$ cat config.mk
export PLATFORM = sky130hd
export DESIGN_NAME = hazard_ctrl
export DESIGN_NICKNAME = d
export VERILOG_FILES = /design/src/rtl/hazard_pkg.sv /design/src/rtl/fwd_sel.sv /design/src/rtl/hazard_ctrl.sv
export SDC_FILE = /design/constraint.sdc
export NUM_CORES = 1
export LEC_CHECK = 0
export ABC_AREA = 1
export CORE_ASPECT_RATIO = 0.75
export CORE_MARGIN = 2
export CORE_UTILIZATION = 40
export DETAILED_ROUTE_END_ITERATION = 10
export PLACE_DENSITY_LB_ADDON = 0.1
export SYNTH_ARGS = -nofsm -noshare
export SYNTH_HDL_FRONTEND = slang
export SYNTH_SLANG_ARGS = --single-unit
$ cat constraint.sdc
create_clock -name clk -period 2.4 [get_ports clk]
set_clock_uncertainty 0.2 [all_clocks]
set_input_delay 0.72 -clock clk [delete_from_list [all_inputs] [get_ports clk]]
set_output_delay 0.72 -clock clk [all_outputs]
set_load 0.005 [all_outputs]
$ cat src/rtl/hazard_pkg.sv
// Shared types and constants for the pipeline hazard controller.
package hazard_pkg;

    // Memory-wait sequencer states.
    typedef enum logic {
        RUN,
        WAIT
    } state_t;

    // Execute-stage operand select encodings.
    localparam logic [1:0] FWD_RF = 2'b00;
    localparam logic [1:0] FWD_W  = 2'b01;
    localparam logic [1:0] FWD_M  = 2'b10;

endpackage

$ cat src/rtl/fwd_sel.sv
// Forwarding select for one execute-stage source operand.
// The memory-stage result is newer than writeback, so it takes priority.
module fwd_sel
    import hazard_pkg::*;
(
    input  logic [4:0] rs,
    input  logic [4:0] rd_m,
    input  logic       we_m,
    input  logic [4:0] rd_w,
    input  logic       we_w,
    output logic [1:0] sel
);

    // x0 is never forwarded; it always reads as zero from the register file.
    always_comb begin
        sel = FWD_RF;
        if (we_m && (rd_m != 5'd0) && (rd_m == rs)) begin
            sel = FWD_M;
        end else if (we_w && (rd_w != 5'd0) && (rd_w == rs)) begin
            sel = FWD_W;
        end
    end

endmodule

$ cat src/rtl/hazard_ctrl.sv
// Hazard controller for the 5-stage RV32 core: load-use stall, branch flush,
// operand forwarding and a pipeline freeze with watchdog while a data-memory
// access is outstanding.
// Optional build macro HAZARD_PERF_EN adds three 32-bit event counters.
module hazard_ctrl
    import hazard_pkg::*;
#(
    parameter int unsigned WAIT_TIMEOUT = 64,
    parameter int unsigned CNT_W        = 16
) (
    input  logic       clk,
    input  logic       rst,
    input  logic [4:0] Rs1D,
    input  logic [4:0] Rs2D,
    input  logic [4:0] Rs1E,
    input  logic [4:0] Rs2E,
    input  logic [4:0] RDE,
    input  logic       MemReadE,
    input  logic       PCSrcE,
    input  logic [4:0] RDM,
    input  logic       RegWriteM,
    input  logic [4:0] RDW,
    input  logic       RegWriteW,
    input  logic       mem_req_M,
    input  logic       mem_ready_M,
    output logic       StallF,
    output logic       StallD,
    output logic       FlushD,
    output logic       FlushE,
    output logic       StallE,
    output logic       StallM,
    output logic       StallW,
    output logic [1:0] ForwardAE,
    output logic [1:0] ForwardBE,
    output logic       mem_timeout
`ifdef HAZARD_PERF_EN
    ,
    output logic [31:0] perf_lu_stalls,
    output logic [31:0] perf_flushes,
    output logic [31:0] perf_mem_wait
`endif
);

    localparam logic [CNT_W-1:0] TIMEOUT_CNT = CNT_W'(WAIT_TIMEOUT);

    logic             freeze;
    logic             lu;
    logic [1:0]       fwd_a;
    logic [1:0]       fwd_b;
    state_t           state_q, state_d;
    logic [CNT_W-1:0] cnt_q, cnt_d;
    logic             timeout_q, timeout_d;

    assign freeze = mem_req_M & ~mem_ready_M;
    assign lu     = MemReadE & (RDE != 5'd0) & ((RDE == Rs1D) | (RDE == Rs2D));

    fwd_sel u_fwd_a (
        .rs   (Rs1E),
        .rd_m (RDM),
        .we_m (RegWriteM),
        .rd_w (RDW),
        .we_w (RegWriteW),
        .sel  (fwd_a)
    );

    fwd_sel u_fwd_b (
        .rs   (Rs2E),
        .rd_m (RDM),
        .we_m (RegWriteM),
        .rd_w (RDW),
        .we_w (RegWriteW),
        .sel  (fwd_b)
    );

    // Stall/flush priority: memory freeze, then taken branch, then load-use.
    // Everything is forced quiet while reset is held.
    always_comb begin
        StallF = 1'b0;
        StallD = 1'b0;
        FlushD = 1'b0;
        FlushE = 1'b0;
        StallE = 1'b0;
        StallM = 1'b0;
        StallW = 1'b0;
        if (!rst) begin
            // outputs stay at their defaults
        end else if (freeze) begin
            StallF = 1'b1;
            StallD = 1'b1;
            StallE = 1'b1;
            StallM = 1'b1;
            StallW = 1'b1;
        end else if (PCSrcE) begin
            FlushD = 1'b1;
            FlushE = 1'b1;
        end else if (lu) begin
            StallF = 1'b1;
            StallD = 1'b1;
            FlushE = 1'b1;
        end
    end

    assign ForwardAE   = rst ? fwd_a : FWD_RF;
    assign ForwardBE   = rst ? fwd_b : FWD_RF;
    assign mem_timeout = timeout_q;

    // Wait sequencer: counts consecutive frozen cycles and latches the watchdog.
    always_comb begin
        state_d   = state_q;
        cnt_d     = cnt_q;
        timeout_d = timeout_q;
        unique case (state_q)
            RUN: begin
                if (freeze) begin
                    state_d = WAIT;
                    cnt_d   = CNT_W'(1);
                end
            end
            WAIT: begin
                if (freeze) begin
                    if (cnt_q < TIMEOUT_CNT) begin
                        cnt_d = cnt_q + CNT_W'(1);
                    end
                end else begin
                    state_d = RUN;
                    cnt_d   = '0;
                end
            end
            default: begin
                state_d = RUN;
                cnt_d   = '0;
            end
        endcase
        if (freeze && (cnt_d == TIMEOUT_CNT)) begin
            timeout_d = 1'b1;
        end
    end

    // State, wait counter and sticky watchdog flag.
    always_ff @(posedge clk or negedge rst) begin
        if (!rst) begin
            state_q   <= RUN;
            cnt_q     <= '0;
            timeout_q <= 1'b0;
        end else begin
            state_q   <= state_d;
            cnt_q     <= cnt_d;
            timeout_q <= timeout_d;
        end
    end

`ifdef HAZARD_PERF_EN
    logic lu_win;
    logic flush_win;

    assign flush_win = PCSrcE & ~freeze;
    assign lu_win    = lu & ~PCSrcE & ~freeze;

    // Free-running event counters; they wrap and only reset clears them.
    always_ff @(posedge clk or negedge rst) begin
        if (!rst) begin
            perf_lu_stalls <= '0;
            perf_flushes   <= '0;
            perf_mem_wait  <= '0;
        end else begin
            if (lu_win)    perf_lu_stalls <= perf_lu_stalls + 32'd1;
            if (flush_win) perf_flushes   <= perf_flushes + 32'd1;
            if (freeze)    perf_mem_wait  <= perf_mem_wait + 32'd1;
        end
    end
`else
    // Performance counters are not built.
`endif

endmodule

Yosys cells after proc, flatten, opt, wreduce, memory -nomap -nowiden
Index checks and enable logic that the tools add are counted.
Storage, ports and cells
  word-level logic and storage cells: 50
  output and inout port bits: 12
  input port bits: 43
  bits in registers: 18
Cells by class
  equal/unequal tests: 7
  $add $sub $neg: 1
  bitwise logic cells: 6
  mux-type cells: 22
  magnitude comparators: 1
  reduce and logical (&&, ||, !) cells: 10
Operator list (number)
  two-way mux 16 bit: 3
  case mux 16 bit (2 select lines): 1
  equality test 5 bit: 6
  adder 16 x 1 -> 16 bit, second input constant: 1
  equality test 16 x 7 -> 1 bit, second input constant: 1
  less-than comparator 16 x 7 -> 1 bit, second input constant: 1
  nonzero test 5 bit: 3
  two-way mux 1 bit: 14
  two-way mux 2 bit: 4
  logical AND 1 bit: 7
  bitwise AND 1 bit: 3
  inverter 1 bit: 2
  bitwise OR 1 bit: 1

Longest topological paths before layout
Gate-level depths: netlist (run 1).
  word-level depth: 7
  depth in mapped cells: 13
  depth with buffers taken out: 13

By module
Synthesis (run 1) repeated with hierarchy kept, for this count alone.
Second synthesis, totals
  cells, all modules: 261
  area total of the unflattened synthesis: 1594.0 um2
Modules (own cells, without submodules)
  hazard_ctrl: instances 1, area each 1166.1 um2, seq. area each 450.4 um2, cells each 161
  fwd_sel: instances 2, area each 214.0 um2, seq. area each 0.0 um2, cells each 50

Least setup slack after synthesis (run 1)
OpenSTA, ideal clock, no wires.
  kind: input-to-output
  start: in RDE[1]
  end: out StallF
  data required time: 1.480 ns
  arrival time: 1.663 ns
  cell stages on the path: 7
  slack: -0.183 ns
  buffers on the path: 1
  cells stage by stage: or2_2 -> a21oi_1 -> nand4_1 -> nand2_1 -> nand3_1 -> o22ai_1 -> buf_4
Between the ends
  word-level cells in the longest chain between the ends: 7
  elaborated cells on any way between the ends: 10
Ends and longest elaborated chain
  start: declaration: RTL line hazard_ctrl.sv:17  | input logic [4:0] RDE,
  equality test 5 bit or nonzero test 5 bit (tied branches): RTL line hazard_ctrl.sv:55  | assign lu = MemReadE & (RDE != 5'd0) & ((RDE == Rs1D) | (RDE == Rs2D));
  bitwise OR 1 bit or bitwise AND 1 bit (tied branches): RTL line hazard_ctrl.sv:55
  bitwise AND 1 bit (*): RTL line hazard_ctrl.sv:55
  two-way mux 1 bit (*) (4 in series)
  end: declaration: RTL line hazard_ctrl.sv:26  | output logic StallF,
Mark *: on every way between the ends. The rest lies on a longest branch, timed or not.

Worst setup path after layout (run 1)
  start: in RDM[1]
  end: out ForwardAE[0]
Between the ends
  word-level cells in the longest chain between the ends: 5
  elaborated cells on any way between the ends: 6
Ends and longest elaborated chain
  start: declaration: RTL line hazard_ctrl.sv:20  | input logic [4:0] RDM,
  nonzero test 5 bit: RTL line fwd_sel.sv:17  | if (we_m && (rd_m != 5'd0) && (rd_m == rs)) begin
  logical AND 1 bit: RTL line fwd_sel.sv:17
  logical AND 1 bit (*): RTL line fwd_sel.sv:17
  two-way mux 2 bit (*): RTL line fwd_sel.sv:17
  two-way mux 2 bit (*): RTL line hazard_ctrl.sv:103  | assign ForwardAE = rst ? fwd_a : FWD_RF;
  end: declaration: RTL line hazard_ctrl.sv:33  | output logic [1:0] ForwardAE,
Marks and branches as above.

==> results of run 1 <==
-- worst max path at each step --
stage                         to  slack, ps  cells after the start
floorplan                 StallF        -70                      7
global placement          StallF      -1080                      8
detailed placement        FlushE      -1090                      8
CTS                 ForwardBE[0]       -300                      7
global route        ForwardAE[0]       -360                      8
finish              ForwardAE[0]       -290                      8
-- area by class of cell --
cell class              count  area (sq um)  area share
multi-input cells         144          1030       0.427
repair buffers             83           657       0.273
flip-flops and latches     18           450       0.187
inverters                  39           151      0.0629
well taps                  52          65.1      0.0270
clock buffers               4          55.1      0.0229
-- cell families after synthesis --
kind of cell / after synthesis / synth area share
AO/OA/AOI/OAI: 17 / 0.0811
XOR/XNOR: 22 / 0.131
adder cells (fa/ha/maj): 1 / 0.00853
buffers and inverters: 44 / 0.134
flip-flops: 18 / 0.307
AND/OR/NAND/NOR: 104 / 0.338
-- state kept, by name, indices dropped and copies added, names as in the netlist --
| register | flops |
|---|---|
| cnt_q | 16 |
| mem_timeout | 1 |
| state_q | 1 |
-- metal layers --
layer,track usage,vias to the layer above
met2,0.306,55
met3,0.0467,5
met1,0.314,704
li1,-,810
met5,0,-
met4,0.0416,0
-- power by group through the flow --
stage	Combinational, uW	Clock, uW	Sequential [uW]
CTS	266	253	320
floorplan	110	0	323
global placement	253	0	326
detailed placement	255	0	326
global route	312	268	321
finish	284	250	320
-- critical path, cell delays in order --
cell and delay, ps:
buf_8 100, buf_6 120, xnor2_2 160, nand2_2 90, nor4_4 270, buf_4 160
nor3_2 40, buf_2 120
-- metrics by stage --
stage               setup TNS, ps  hold WS (ps)  utilization
finish                      -1790           274        0.670
global route                -2260           309        0.670
CTS                         -1860           277        0.653
floorplan                   -67.1           224            -
global placement           -10290           250        0.621
detailed placement         -10390           249        0.621
-- placed cells by master (no fill, tap or decap), types with 10 or more instances in the layout --
master / Yosys / final
buf_2: 0 / 17
buf_4: 3 / 26
dfrtp_1: 18 / 18
dlygate4sd2_1: 0 / 10
inv_1: 37 / 32
nand2_1: 34 / 29
nand3_1: 16 / 14
nor2_1: 28 / 23
-- timing repair --
| action | 4_1_cts | 5_1_grt |
|---|---|---|
| gates resized for setup | 173 | 41 |
| setup buffers | 5 | 2 |
| pin swaps | 36 | 27 |
| endpoints found under the setup margin | 12 | 9 |
==> impl_metrics.tcl, run 1 <==
set metrics [dict create \
    netlist.area_leader.share 0.307 \
    hold_viol 0 \
    drive_gt1_frac 0.413 \
    clkTransAtPathRegs_ps 70 \
    synth_cells 206 \
    dieArea_sq_mm 0.00417 \
    drt-total-wl_um 4070 \
    fin_cells 340 \
    yosys.area.top_type "dfrtp_1" \
    core_region_area_sq_mm 0.00359 \
    period_needed_ps 2690 \
    ys_types 33 \
    cts_buffers 3 \
    htree_levels 1 \
    finalCritPeriodShare 1.12 \
    post_drt_wl_per_cell_um 12.0 \
    p_leak_uw 0.00122 \
    syn_area_sq_mm 0.00147 \
    drc_errors 0 \
    place_inst 330 \
    cts.sinks 18 \
    crit_start "RDM[1]" \
    wl_met2_um 1810 \
    num_vias 1574 \
    gr-usage-all-layers 0.209 \
    required_ps 1480 \
    finalSetupViolations 7 \
    rr_worst_depth 11 \
    hp-class "register to register" \
    postLayoutCellArea_sq_mm 0.00241 \
    rsz0062_at_grt "true" \
    syn_avg_cell_area_sq_um 7.12 \
    dr_wl_met3_um 296 \
    first_iter_violations 78 \
    ys_seq_area_frac 0.307 \
    fin_nets 333 \
    synth.top_cells.by_area "dfrtp_1, inv_1, nand2_1" \
    highest_layer "met4" \
    hp-start "mem_timeout$_DFFE_PN0P_" \
    dp_hpwl_um 3100 \
    syn2layout_area_growth_pct 64.1 \
    grt_max_degree 12 \
    pwr-share-clk 0.293 \
    insertedDiodeCount 0 \
    status "complete, but fails checks" \
    ys.flop_type "dfrtp_1" \
    grt_pass1_wl_um 6720 \
    drtPass1Iterations 4 \
    portBuffers 54 \
    synth_commonest_cells "inv_1, nand2_1, nor2_1" \
    place_ws_ps -1090 \
    cp-start-kind "input port" \
    min_path_cells 2 \
    syn-num-nets 250 \
    wl_met1_um 1950 \
    r2r-start "cnt_q[9]$_DFF_PN0_" \
    die_x_um 73.9 \
    final.fill_count 319 \
    placement_rows 19 \
    slew_headroom 0.682 \
    p_total_uw 855 \
    via_per_inst 4.63 \
    clockRootBuffer "clkbuf_8" \
    async_flop_share 1.00 \
    worst_slack_ps -293 \
    p_per_area_mw_per_mm2 355 \
    start_util 0.409 \
    yosysMostFrequentCell "inv_1" \
    reg2reg_setup_slack_ps 400 \
    clockBufferDepth 2 \
    max_clock_freq_ghz 0.371 \
    cp.arrival_ps 1770 \
    antenna_found_initial 0 \
    maxCapViolCount 0 \
    ir_worst_vdd_v 0.000387 \
    violations "setup timing" \
    worstSetupPathType "input port to output pin" \
    placed_cell_area_sq_mm 0.00223 \
    place.gp.congestion 0.815 \
    min_to "mem_timeout$_DFFE_PN0P_" \
    switching_share 0.295 \
    ys_seq_elements 18 \
    p_sw_uw 252 \
    antenna_left 0 \
    drv_slew 0 \
    p_comb_frac 0.333 \
    r2r_end "mem_timeout$_DFFE_PN0P_" \
    cts_tree "built" \
    power_frac_seq 0.374 \
    grt_pass1_vias 1450 \
    clk_latency_ps 260 \
    p_int_uw 603 \
    holdBufCountCts 0 \
    io_pins 55 \
    end_kind "output pin" \
    grt_overflow 0 \
    ys_warn_count 0 \
    dieHeight_um 56.4 \
    worst_slew_pin_slew_ps 477 \
    cp_max_fo 2 \
    synth_edf_count 0 \
]
(Power assumes the default switching activity.)
==> run 2: changes to the inputs <==
--- a/config.mk
+++ b/config.mk
@@ -8,7 +8,8 @@
 export ABC_AREA = 1
 export CORE_ASPECT_RATIO = 0.75
 export CORE_MARGIN = 2
-export CORE_UTILIZATION = 40
+export CORE_UTILIZATION = 41
+export CTS_BUF_LIST = sky130_fd_sc_hd__clkbuf_4
 export DETAILED_ROUTE_END_ITERATION = 10
 export PLACE_DENSITY_LB_ADDON = 0.1
 export SYNTH_ARGS = -nofsm -noshare
==> impl_metrics.tcl, run 2 (synthesis results as in run 1) <==
set metrics [dict create \
    grt_pass1_wl_um 7140 \
    placement_rows 18 \
    die_x_um 73.1 \
    period_needed_ps 2690 \
    core_region_area_sq_mm 0.00336 \
    hp-class "register to register" \
    cp-start-kind "input port" \
    final.fill_count 274 \
    holdWs_ps 274 \
    via_per_inst 4.82 \
    crit_start "RDM[2]" \
    finalSetupViolations 7 \
    end_kind "output pin" \
    first_iter_violations 93 \
    portBuffers 54 \
    r2r-start "cnt_q[10]$_DFF_PN0_" \
    p_leak_uw 0.00123 \
    cp.arrival_ps 1770 \
    drv_slew 0 \
    insertedDiodeCount 0 \
    place.gp.congestion 0.824 \
    final_common_cell "nand2_1" \
    p_int_uw 525 \
    p_sw_uw 244 \
    grt_max_degree 19 \
    cp_max_fo 3 \
    power_frac_seq 0.416 \
    status "complete, but fails checks" \
    grt_pass1_vias 1617 \
    pwr-share-clk 0.202 \
    drtPass1Iterations 4 \
    worst_slack_ps -290 \
    start_util 0.437 \
    drc_errors 0 \
    place_inst 322 \
    fin_nets 336 \
    worst_slew_pin_slew_ps 461 \
    post_drt_wl_per_cell_um 12.7 \
    cts.sinks 18 \
    fin_cells 331 \
    clk_latency_ps 290 \
    violations "setup timing" \
    gr-usage-all-layers 0.223 \
    hold_viol 0 \
    clockRootBuffer "clkbuf_4" \
    dieArea_sq_mm 0.00408 \
    drive_gt1_frac 0.395 \
    clockBufferDepth 2 \
    syn2layout_area_growth_pct 63.5 \
    dieHeight_um 55.8 \
    finalCritPeriodShare 1.12 \
    rsz0062_at_grt "true" \
    drt-total-wl_um 4220 \
    final_cell_mix "nand2_1, inv_1, buf_4" \
    p_comb_frac 0.382 \
    cts_buffers 3 \
    ir_worst_vdd_v 0.000317 \
    p_per_area_mw_per_mm2 321 \
    htree_levels 1 \
    max_clock_freq_ghz 0.372 \
    antenna_left 0 \
    clkTransAtPathRegs_ps 100 \
    required_ps 1480 \
    hp-start "mem_timeout$_DFFE_PN0P_" \
    num_vias 1595 \
    slew_headroom 0.692 \
    antenna_found_initial 0 \
    largest_reg_flops 16 \
    worstSetupPathType "input port to output pin" \
    maxCapViolCount 0 \
    switching_share 0.317 \
    dp_hpwl_um 3210 \
    top_register "cnt_q" \
    grt_overflow 0 \
    cts_tree "built" \
    io_pins 55 \
]
==> run 2: worst paths after layout <==
| path | slack (ps) | to | cells past startpoint |
|---|---|---|---|
| worst max register to register | 420 | mem_timeout$_DFFE_PN0P_ | 11 |
| max in group asynchronous | 1370 | cnt_q[5]$_DFF_PN0_ | 3 |
| min in group asynchronous | 430 | cnt_q[1]$_DFF_PN0_ | 3 |
| worst max-delay path | -290 | ForwardBE[1] | 8 |
| worst min-delay path | 270 | mem_timeout$_DFFE_PN0P_ | 2 |
| worst min register to register | 270 | mem_timeout$_DFFE_PN0P_ | 2 |
==> run 2: metal layers <==
metal / part of all wire / GRT usage / vias up
met2: 0.50 / 0.364 / 41
met5: 0 / 0 / -
li1: - / - / 820
met4: 0.0031 / 0.0265 / 0
met3: 0.059 / 0.0562 / 2
met1: 0.44 / 0.305 / 732
==> run 2: what timing repair did <==
| item | 4_1_cts | 5_1_grt |
|---|---|---|
| setup buffers | 3 | 2 |
| pin swaps | 35 | 31 |
| endpoints found under the setup margin | 11 | 10 |
| gates resized for setup | 169 | 54 |
| hold buffers | 0 | 0 |
==> run 2: power groups by stage <==
stage	Sequential, uW	Clock, uW	Combinational [uW]
after global placement	326	0	255
after global routing	321	183	318
final	320	156	294
after detailed placement	326	0	260
after CTS	320	162	266
after floorplan	323	0	110
==> run 2: layout make-up <==
type                    instances  area, sq um  area share
repair buffers                 86          711       0.296
flip-flops and latches         18          450       0.188
inverters                      39          164      0.0684
well taps                      40         50.0      0.0209
clock buffers                   3         22.5     0.00939
multi-input cells             144          996       0.415
clock inverters                 1         3.75     0.00157
==> run 2: critical path: stages <==
cell and delay, ps:
buf_8 100, xor2_2 170, or2_4 260, nor4_4 160
buf_4 160, inv_2 30, nor2_1 70, buf_2 110
==> run 2: through the flow <==
| step | worst slack (ps) | area, sq um | setup TNS (ps) | util | total power [uW] |
|---|---|---|---|---|---|
| 6_report | -290 | 2400 | -1340 | 0.714 | 769 |
| 5_1_grt | -337 | 2400 | -1820 | 0.714 | 822 |
| 4_1_cts | -394 | 2300 | -1870 | 0.686 | 748 |
| 3_5_place_dp | -1080 | 2240 | -10440 | 0.669 | 586 |
| 3_3_place_gp | -1050 | 2240 | -10190 | 0.669 | 581 |
| 2_1_floorplan | -67.1 | 1500 | -67.1 | - | 433 |
==> run 3: changes to the inputs <==
--- a/config.mk
+++ b/config.mk
@@ -7,11 +7,12 @@
 export LEC_CHECK = 0
 export ABC_AREA = 1
 export CORE_ASPECT_RATIO = 0.75
-export CORE_MARGIN = 2
+export CORE_MARGIN = 10
 export CORE_UTILIZATION = 41
 export CTS_BUF_LIST = sky130_fd_sc_hd__clkbuf_4
 export DETAILED_ROUTE_END_ITERATION = 10
 export PLACE_DENSITY_LB_ADDON = 0.1
+export RECOVER_POWER = 100
 export SYNTH_ARGS = -nofsm -noshare
 export SYNTH_HDL_FRONTEND = slang
 export SYNTH_SLANG_ARGS = --single-unit
==> impl_metrics.tcl, run 3 (synthesis results as in run 1) <==
set metrics [dict create \
    worst_path_largest_cell_delay_ps 270 \
    clockBufferDepth 2 \
    tns_ps -2040 \
    rsz0062_at_grt "true" \
    gr-usage-all-layers 0.150 \
    htree_levels 1 \
    reg2reg_setup_slack_ps 430 \
    grt_overflow 0 \
    r2r_end "mem_timeout$_DFFE_PN0P_" \
    hp-class "register to register" \
    rr_worst_depth 11 \
    p_per_area_mw_per_mm2 320 \
    syn2layout_area_growth_pct 61.3 \
    drive_gt1_frac 0.380 \
    slew_headroom 0.650 \
    holdBufCountCts 0 \
    largest_reg_flops 16 \
    place_inst 320 \
    place.gp.congestion 0.861 \
    finalSetupViolations 11 \
    clkTransAtPathRegs_ps 90 \
    maxCapViolCount 0 \
    fin_nets 340 \
    cts_tree "built" \
    p_leak_uw 0.00121 \
    ir_worst_vdd_v 0.000298 \
    dieArea_sq_mm 0.00639 \
    clockRootBuffer "clkbuf_4" \
    end_kind "output pin" \
    antenna_left 0 \
    num_vias 1595 \
    die_x_um 89.1 \
    final.fill_count 272 \
    crit_chain "buf_6 -> xor2_1 -> or2_4 -> nor4_4 -> buf_4 -> inv_2 -> nor2_1 -> buf_2" \
    worstSetupPathType "input port to output pin" \
    violations "setup timing" \
    min_to "mem_timeout$_DFFE_PN0P_" \
    status "complete, but fails checks" \
    cp_slowest_cell "nor4_4" \
    cp_max_fo 2 \
    drc_errors 0 \
    max_clock_freq_ghz 0.359 \
    p_total_uw 758 \
    clk_latency_ps 300 \
    r2r-start "cnt_q[9]$_DFF_PN0_" \
    cp-start-kind "input port" \
    cp.arrival_ps 1870 \
    dp_hpwl_um 3550 \
    placement_rows 18 \
    dieHeight_um 71.8 \
    required_ps 1480 \
    cts_buffers 3 \
    antenna_found_initial 0 \
    insertedDiodeCount 0 \
    fin_cells 335 \
    final_cell_mix "nand2_1, inv_1, nor2_1, buf_4, dfrtp_1" \
    drv_slew 0 \
    drtPass1Iterations 4 \
    final_common_cell "nand2_1" \
    finalCritPeriodShare 1.16 \
    io_pins 55 \
    hold_viol 0 \
    grt_pass1_wl_um 7650 \
    core_region_area_sq_mm 0.00336 \
    first_iter_violations 96 \
    drt-total-wl_um 4640 \
    portBuffers 54 \
    worst_slack_ps -389 \
    period_needed_ps 2790 \
    worst_slew_pin_slew_ps 525 \
    post_drt_wl_per_cell_um 13.8 \
    grt_pass1_vias 1609 \
    cts.sinks 18 \
    min_path_cells 2 \
    hp-start "mem_timeout$_DFFE_PN0P_" \
    top_register "cnt_q" \
    start_util 0.437 \
    via_per_inst 4.76 \
    grt_max_degree 12 \
]
run 3: cell count changes in the layout (fill, tap and decap cells not counted), moves of 2 or more:
cell	change
clkbuf_1	+5
clkbuf_4	+3
buf_6	-3
buf_8	-2
run 3: area by class of cell:
class / instances / area [sq um] / area share
clock buffers: 3 / 22.5 / 0.00952
clock inverters: 1 / 3.75 / 0.00159
repair buffers: 90 / 701 / 0.296
inverters: 39 / 148 / 0.0624
well taps: 40 / 50.0 / 0.0212
flip-flops and latches: 18 / 450 / 0.190
multi-input cells: 144 / 991 / 0.419
run 3: layer usage:
metal / GRT usage / part of all wire / vias up
li1: - / - / 822
met1: 0.179 / 0.40 / 727
met2: 0.271 / 0.54 / 42
met3: 0.0395 / 0.056 / 4
met4: 0.0123 / 0.0056 / 0
met5: 0 / 0 / -
run 3: how the worst max path moves through the flow:
| stage | from | endpoint | slack (ps) | depth (start not counted) |
|---|---|---|---|---|
| 2_1_floorplan | RDE[1] | StallF | -70 | 7 |
| 3_3_place_gp | RDM[3] | ForwardAE[1] | -1100 | 7 |
| 3_5_place_dp | RDM[3] | ForwardAE[1] | -1100 | 7 |
| 4_1_cts | Rs1E[2] | ForwardAE[1] | -420 | 8 |
| 5_1_grt | Rs2E[2] | ForwardBE[1] | -440 | 8 |
| 6_report | Rs2E[2] | ForwardBE[1] | -390 | 8 |
run 3: through the flow:
step	cell area [sq um]	hold slack [ps]	worst slack [ps]	util
after detailed placement	2230	263	-1100	0.664
final	2370	279	-389	0.705
after CTS	2360	181	-422	0.704
after global routing	2370	321	-445	0.705
after floorplan	1500	224	-67.1	-
after global placement	2230	251	-1100	0.664
run 3: power breakdown:
group          switching [uW]  internal (uW)  total (uW)  leakage, uW
logic                     136            147         283     0.000949
clock network            94.5           60.5         155    0.0000154
registers                8.74            311         320     0.000243
total                     239            519         758      0.00121
run 3: worst max-delay path: cells and delay by family:
family / cells / cell delay [ps]
xor gates and xnor gates: 1 / 150
buffers and inverters: 4 / 410
and+or+nand+nor: 3 / 600
run 3: timing repair:
action / CTS / global route
buffers inserted: 9 / 3
pin swaps: 36 / 24
setup endpoints to repair: 11 / 10
resized for setup: 184 / 31
endpoints found under the hold margin: 0 / 0
==> variant 1 (config.mk and constraints of run 2) <==
Build with the macro `HAZARD_PERF_EN` defined.
--- a/src/rtl/hazard_ctrl.sv
+++ b/src/rtl/hazard_ctrl.sv
@@ -3,4 +3,6 @@
 // access is outstanding.
 // Optional build macro HAZARD_PERF_EN adds three 32-bit event counters.
+`define HAZARD_PERF_EN
+
 module hazard_ctrl
     import hazard_pkg::*;
Behaviour (old outputs only; new: perf_flushes, perf_lu_stalls and perf_mem_wait): unchanged (equiv_simple and equiv_induct, registers matched by name and starting in step).
==> variant 1 against run 2 <==
Worst setup slack worse by 0.12 ns; largest power group unchanged; highest routed layer unchanged; the flow still finishes with violations (setup timing); sequential cell count up 96; cell area rose to 4.4 times the old value; cell count rose to 4.3 times the old value; total power rose to 6.2 times the old value; area after synthesis rose to 4.6 times the old value; wire length rose to 4.9 times the old value; core utilization down 5.9 points.
==> variant 1: results (changes against run 2) <==
- R2r startpoint: perf_lu_stalls[0]
- Largest delay share family, worst path: buffers and inverters
- Switch Pwr: 1.510 mW (+520%)
- Hold WC Path Type: in -> async
- Sequential Area: 2887 um^2 (+540%)
- GRT Overall Usage: 22.69% (+0.39 points)
- Max Cap Violations: 0 (unchanged)
- Seq/Total Area, Yosys: 42.71% (+12 points)
- Detailed placement HPWL: 13,320 um (+320%)
- Failing checks: setup timing
- LEAKAGE: 6.033 nW (+390%)
- Worst R2R End: perf_lu_stalls[24]
- CP max-delay cell: or2_0
- Syn Nets: 881 (+250%)
- Setup violators final: 39 (+32)
- Routability cong.: 0.9110 (+11%)
- Crit path largest cell delay: 0.21 ns (-0.05 ns)
- Ys async rst share: 100.0% (unchanged)
- TritonCTS Buffers: 17 (+14)
- Area of placed instances: 8895 um^2 (+300%)
- Compound-Gate Fraction of Synth Area: 2.548% (-5.6 points)
- Largest cells by area after synthesis: dfrtp_1 43%, nand2_1 13%, xor2_1 8.8%
- Cell variety after synth: 39 (+18%)
- Drt first-iter violations: 317 (+240%)
- Worst slew pin tran: 0.7429 ns (+0.2815 ns)
- Worst R2R Path Depth: 10 (-1)
- Crit path to: perf_lu_stalls[13]
- Pin count of the biggest net entering global routing: 60 (+41)
- Final Net Count: 1,236 (+270%)
- Drt pass-1 iters: 5 (+1)
- Post-Synth Adder-Cell Area: 0.7493% (-0.10 points)
- Fillcell total: 1,369 (+400%)
- Crit-path max FO: 7 (+4)
- Worst endpoint data arrival time: 3.07 ns (+1.30 ns)
- Maximum VDD drop: 0.4760 mV (+50%)
- IO buf count: 150 (+180%)
- Post-Place Setup Slack: -1.093 ns (-0.008740 ns)
- Drt wl/cell: 14.54 um (+14%)
- Status: finished, violations left
- CP Launch Point: RDE[1]
- Share of post-route cells with drive strength above 1: 30.13% (-9.4 points)
- Vias in the first global route: 6,272 (+290%)
- Final worst setup slack: -0.4062 ns (-0.1164 ns)
- XOR/XNOR share of the synthesized area: 14.69% (+1.5 points)
- Worst-Skew Late Latency: 0.53 ns (+0.24 ns)
- Synth top cells by count: 234 x nand2_1, 114 x dfrtp_1, 93 x inv_1
- H-tree depth: 4 (+3)
- Reg2Reg Setup Slack: 0.22 ns (-0.20 ns)
- Root buf cell: clkbuf_4
- Vias per cell: 4.806 (-0.26%)
- First-pass GRT wire length: 30,770 um (+330%)
[variant 1: repair_timing]
action	4_1_cts	5_1_grt
cloned	0	6
resized for setup	193	132
setup buffers	107	26
endpoints found under the setup margin	102	109
hold buffers	0	0
pin swaps	41	38
[variant 1: power by group through the flow]
stage | sequential, mW | combinational [mW] | clock (mW)
floorplan | 2.31 | 0.443 | 0
global placement | 2.37 | 1.03 | 0
detailed placement | 2.36 | 1.04 | 0
CTS | 2.23 | 1.35 | 1.23
global route | 2.25 | 1.52 | 1.32
finish | 2.23 | 1.38 | 1.18
[variant 1: layout make-up]
class                   instances  share of cell area, %
clock buffers                  18                  1.292
repair buffers                350                  30.10
well taps                     210                  2.512
inverters                      95                  3.409
clock inverters                10                 0.6938
flip-flops and latches        114                  27.60
multi-input cells             611                  34.40
[variant 1: logic make-up after synthesis]
group / Yosys count
AO/OA/AOI/OAI: 28
XOR/XNOR: 112
adder cells (fa/ha/maj): 4
buffers and inverters: 109
flip-flops: 114
AND/OR/NAND/NOR: 467
[variant 1: per-stage QoR]
step / hold slack (ns) / cells / setup TNS (ns)
2_1_floorplan: 0.2244 / 834 / -0.2441
3_3_place_gp: 0.2540 / 1243 / -37.57
3_5_place_dp: 0.2519 / 1243 / -38.78
4_1_cts: 0.1754 / 1378 / -8.668
5_1_grt: 0.1970 / 1408 / -14.17
6_report: 0.1832 / 1408 / -11.96
[variant 1: worst min-delay path by stage]
stage	from	to	slack, ns	cells past startpoint
after floorplan	rst	cnt_q[0]	0.22	0
after global placement	mem_timeout	mem_timeout	0.25	2
after detailed placement	mem_timeout	mem_timeout	0.25	2
after CTS	rst	perf_mem_wait[15]	0.18	2
after global routing	rst	perf_mem_wait[15]	0.20	2
final	rst	perf_mem_wait[15]	0.18	2
[variant 1: metal layers]
layer | GRT usage [%] | vias to the layer above | share of wire [%]
li1 | - | 3360 | -
met1 | 32.27 | 3203 | 48
met2 | 35.44 | 184 | 46
met3 | 4.781 | 20 | 5.0
met4 | 5.483 | 0 | 0.98
met5 | 0 | - | 0
==> variant 2 (config.mk and constraints of run 2) <==
Without the edit above. Register the output `mem_timeout` once more; this adds one clock of latency there. The other outputs are not delayed to match.
--- a/src/rtl/hazard_ctrl.sv
+++ b/src/rtl/hazard_ctrl.sv
@@ -103,5 +103,7 @@
     assign ForwardAE   = rst ? fwd_a : FWD_RF;
     assign ForwardBE   = rst ? fwd_b : FWD_RF;
-    assign mem_timeout = timeout_q;
+    always_ff @(posedge clk) begin
+        mem_timeout <= timeout_q;
+    end
 
     // Wait sequencer: counts consecutive frozen cycles and latches the watchdog.
Check against the original RTL: no difference found for any inputs over 10 cycles, from zero or initial values and one cycle with rst low; that may be too few to reach the edited logic, so the function may still have changed.
==> variant 2 against run 2 <==
The run still ends with setup timing left; register-to-register slack lost 0.03 ns; worst setup slack gained 0.026 ns; total power grew 2.6%; wire length shrank 5.8%; highest routed layer is now met3; area after synthesis grew 1.4%; sequential cell count grew 1; die area grew 1.3%; cell area shrank 1.1%; first-iteration DRC count shrank 47%.
==> variant 2: results (changes against run 2) <==
- Drt wl/cell: 12.07 um (-5.2%)
- Failing checks: setup timing
- LEAKAGE: 1.223 nW (-0.89%)
- Worst hold slack: 0.1789 ns (-0.09545 ns)
- Vias post-DR: 1,559 (-2.3%)
- R2r startpoint: cnt_q[6]
- Combinational power: 0.284 mW (-3%)
- Worst Hold End: mem_timeout
- Switch Pwr: 0.2369 mW (-2.8%)
- Setup violators final: 7 (unchanged)
- Status: finished, violations left
- Routability cong.: 0.9068 (+10%)
- Setup repair bufs after CTS: 2 (-1)
- Cell variety after synth: 34 (+3.0%)
- Area of placed instances: 2257 um^2 (+0.56%)
- Final worst setup slack: -0.2639 ns (+0.02589 ns)
- Seq. pwr: 0.337 mW (+5%)
- Share of post-route cells with drive strength above 1: 38.41% (-1.1 points)
- Post-Place Setup Slack: -1.116 ns (-0.03164 ns)
- Largest cells by area after synthesis: dfrtp_1 30%, inv_1 9.3%, nand2_1 8.6%
- Mapped Cells: 207 (+0.49%)
- Worst R2R End: timeout_q
- Hold path startpoint: timeout_q
- First-pass GRT wire length: 6561 um (-8.1%)
- Vias in the first global route: 1,518 (-6.1%)
- Reg2Reg Setup Slack: 0.39 ns (-0.03 ns)
- Maximum VDD drop: 0.4063 mV (+28%)
- Total power: 0.7892 mW (+2.6%)
-- variant 2: cell types whose count changed after synthesis --
cell	change
dfxtp_1	+1
-- variant 2: final cells by class --
class / count / area (um^2)
flip-flops and latches: 19 / 470.5
multi-input cells: 144 / 1007
fillers: 294 / 1007
inverters: 39 / 153.9
clock buffers: 4 / 30.03
well taps: 40 / 50.05
repair buffers: 83 / 659.4
-- variant 2: logic make-up after synthesis --
logic type      after synthesis  share of synthesized area, %
compound gates               17                         7.998
xor+xnor                     22                         12.96
fa+ha+maj                     1                        0.8416
buf+inv                      44                         13.21
flops                        19                         31.65
simple gates                104                         33.33
-- variant 2: routing by layer --
layer	track usage [%]	share of wire (%)	vias to the layer above
met5	0	0	-
met4	1.558	0	0
met3	3.442	4.1	0
met2	33.67	49	35
met1	28.12	46	711
li1	-	-	813
-- variant 2: critical path: stages --
cell and delay [ns]:
buf_4 0.13, xnor2_1 0.13, nand2_1 0.13, nor4_4 0.34
inv_1 0.08, nor2_1 0.09, buf_2 0.12
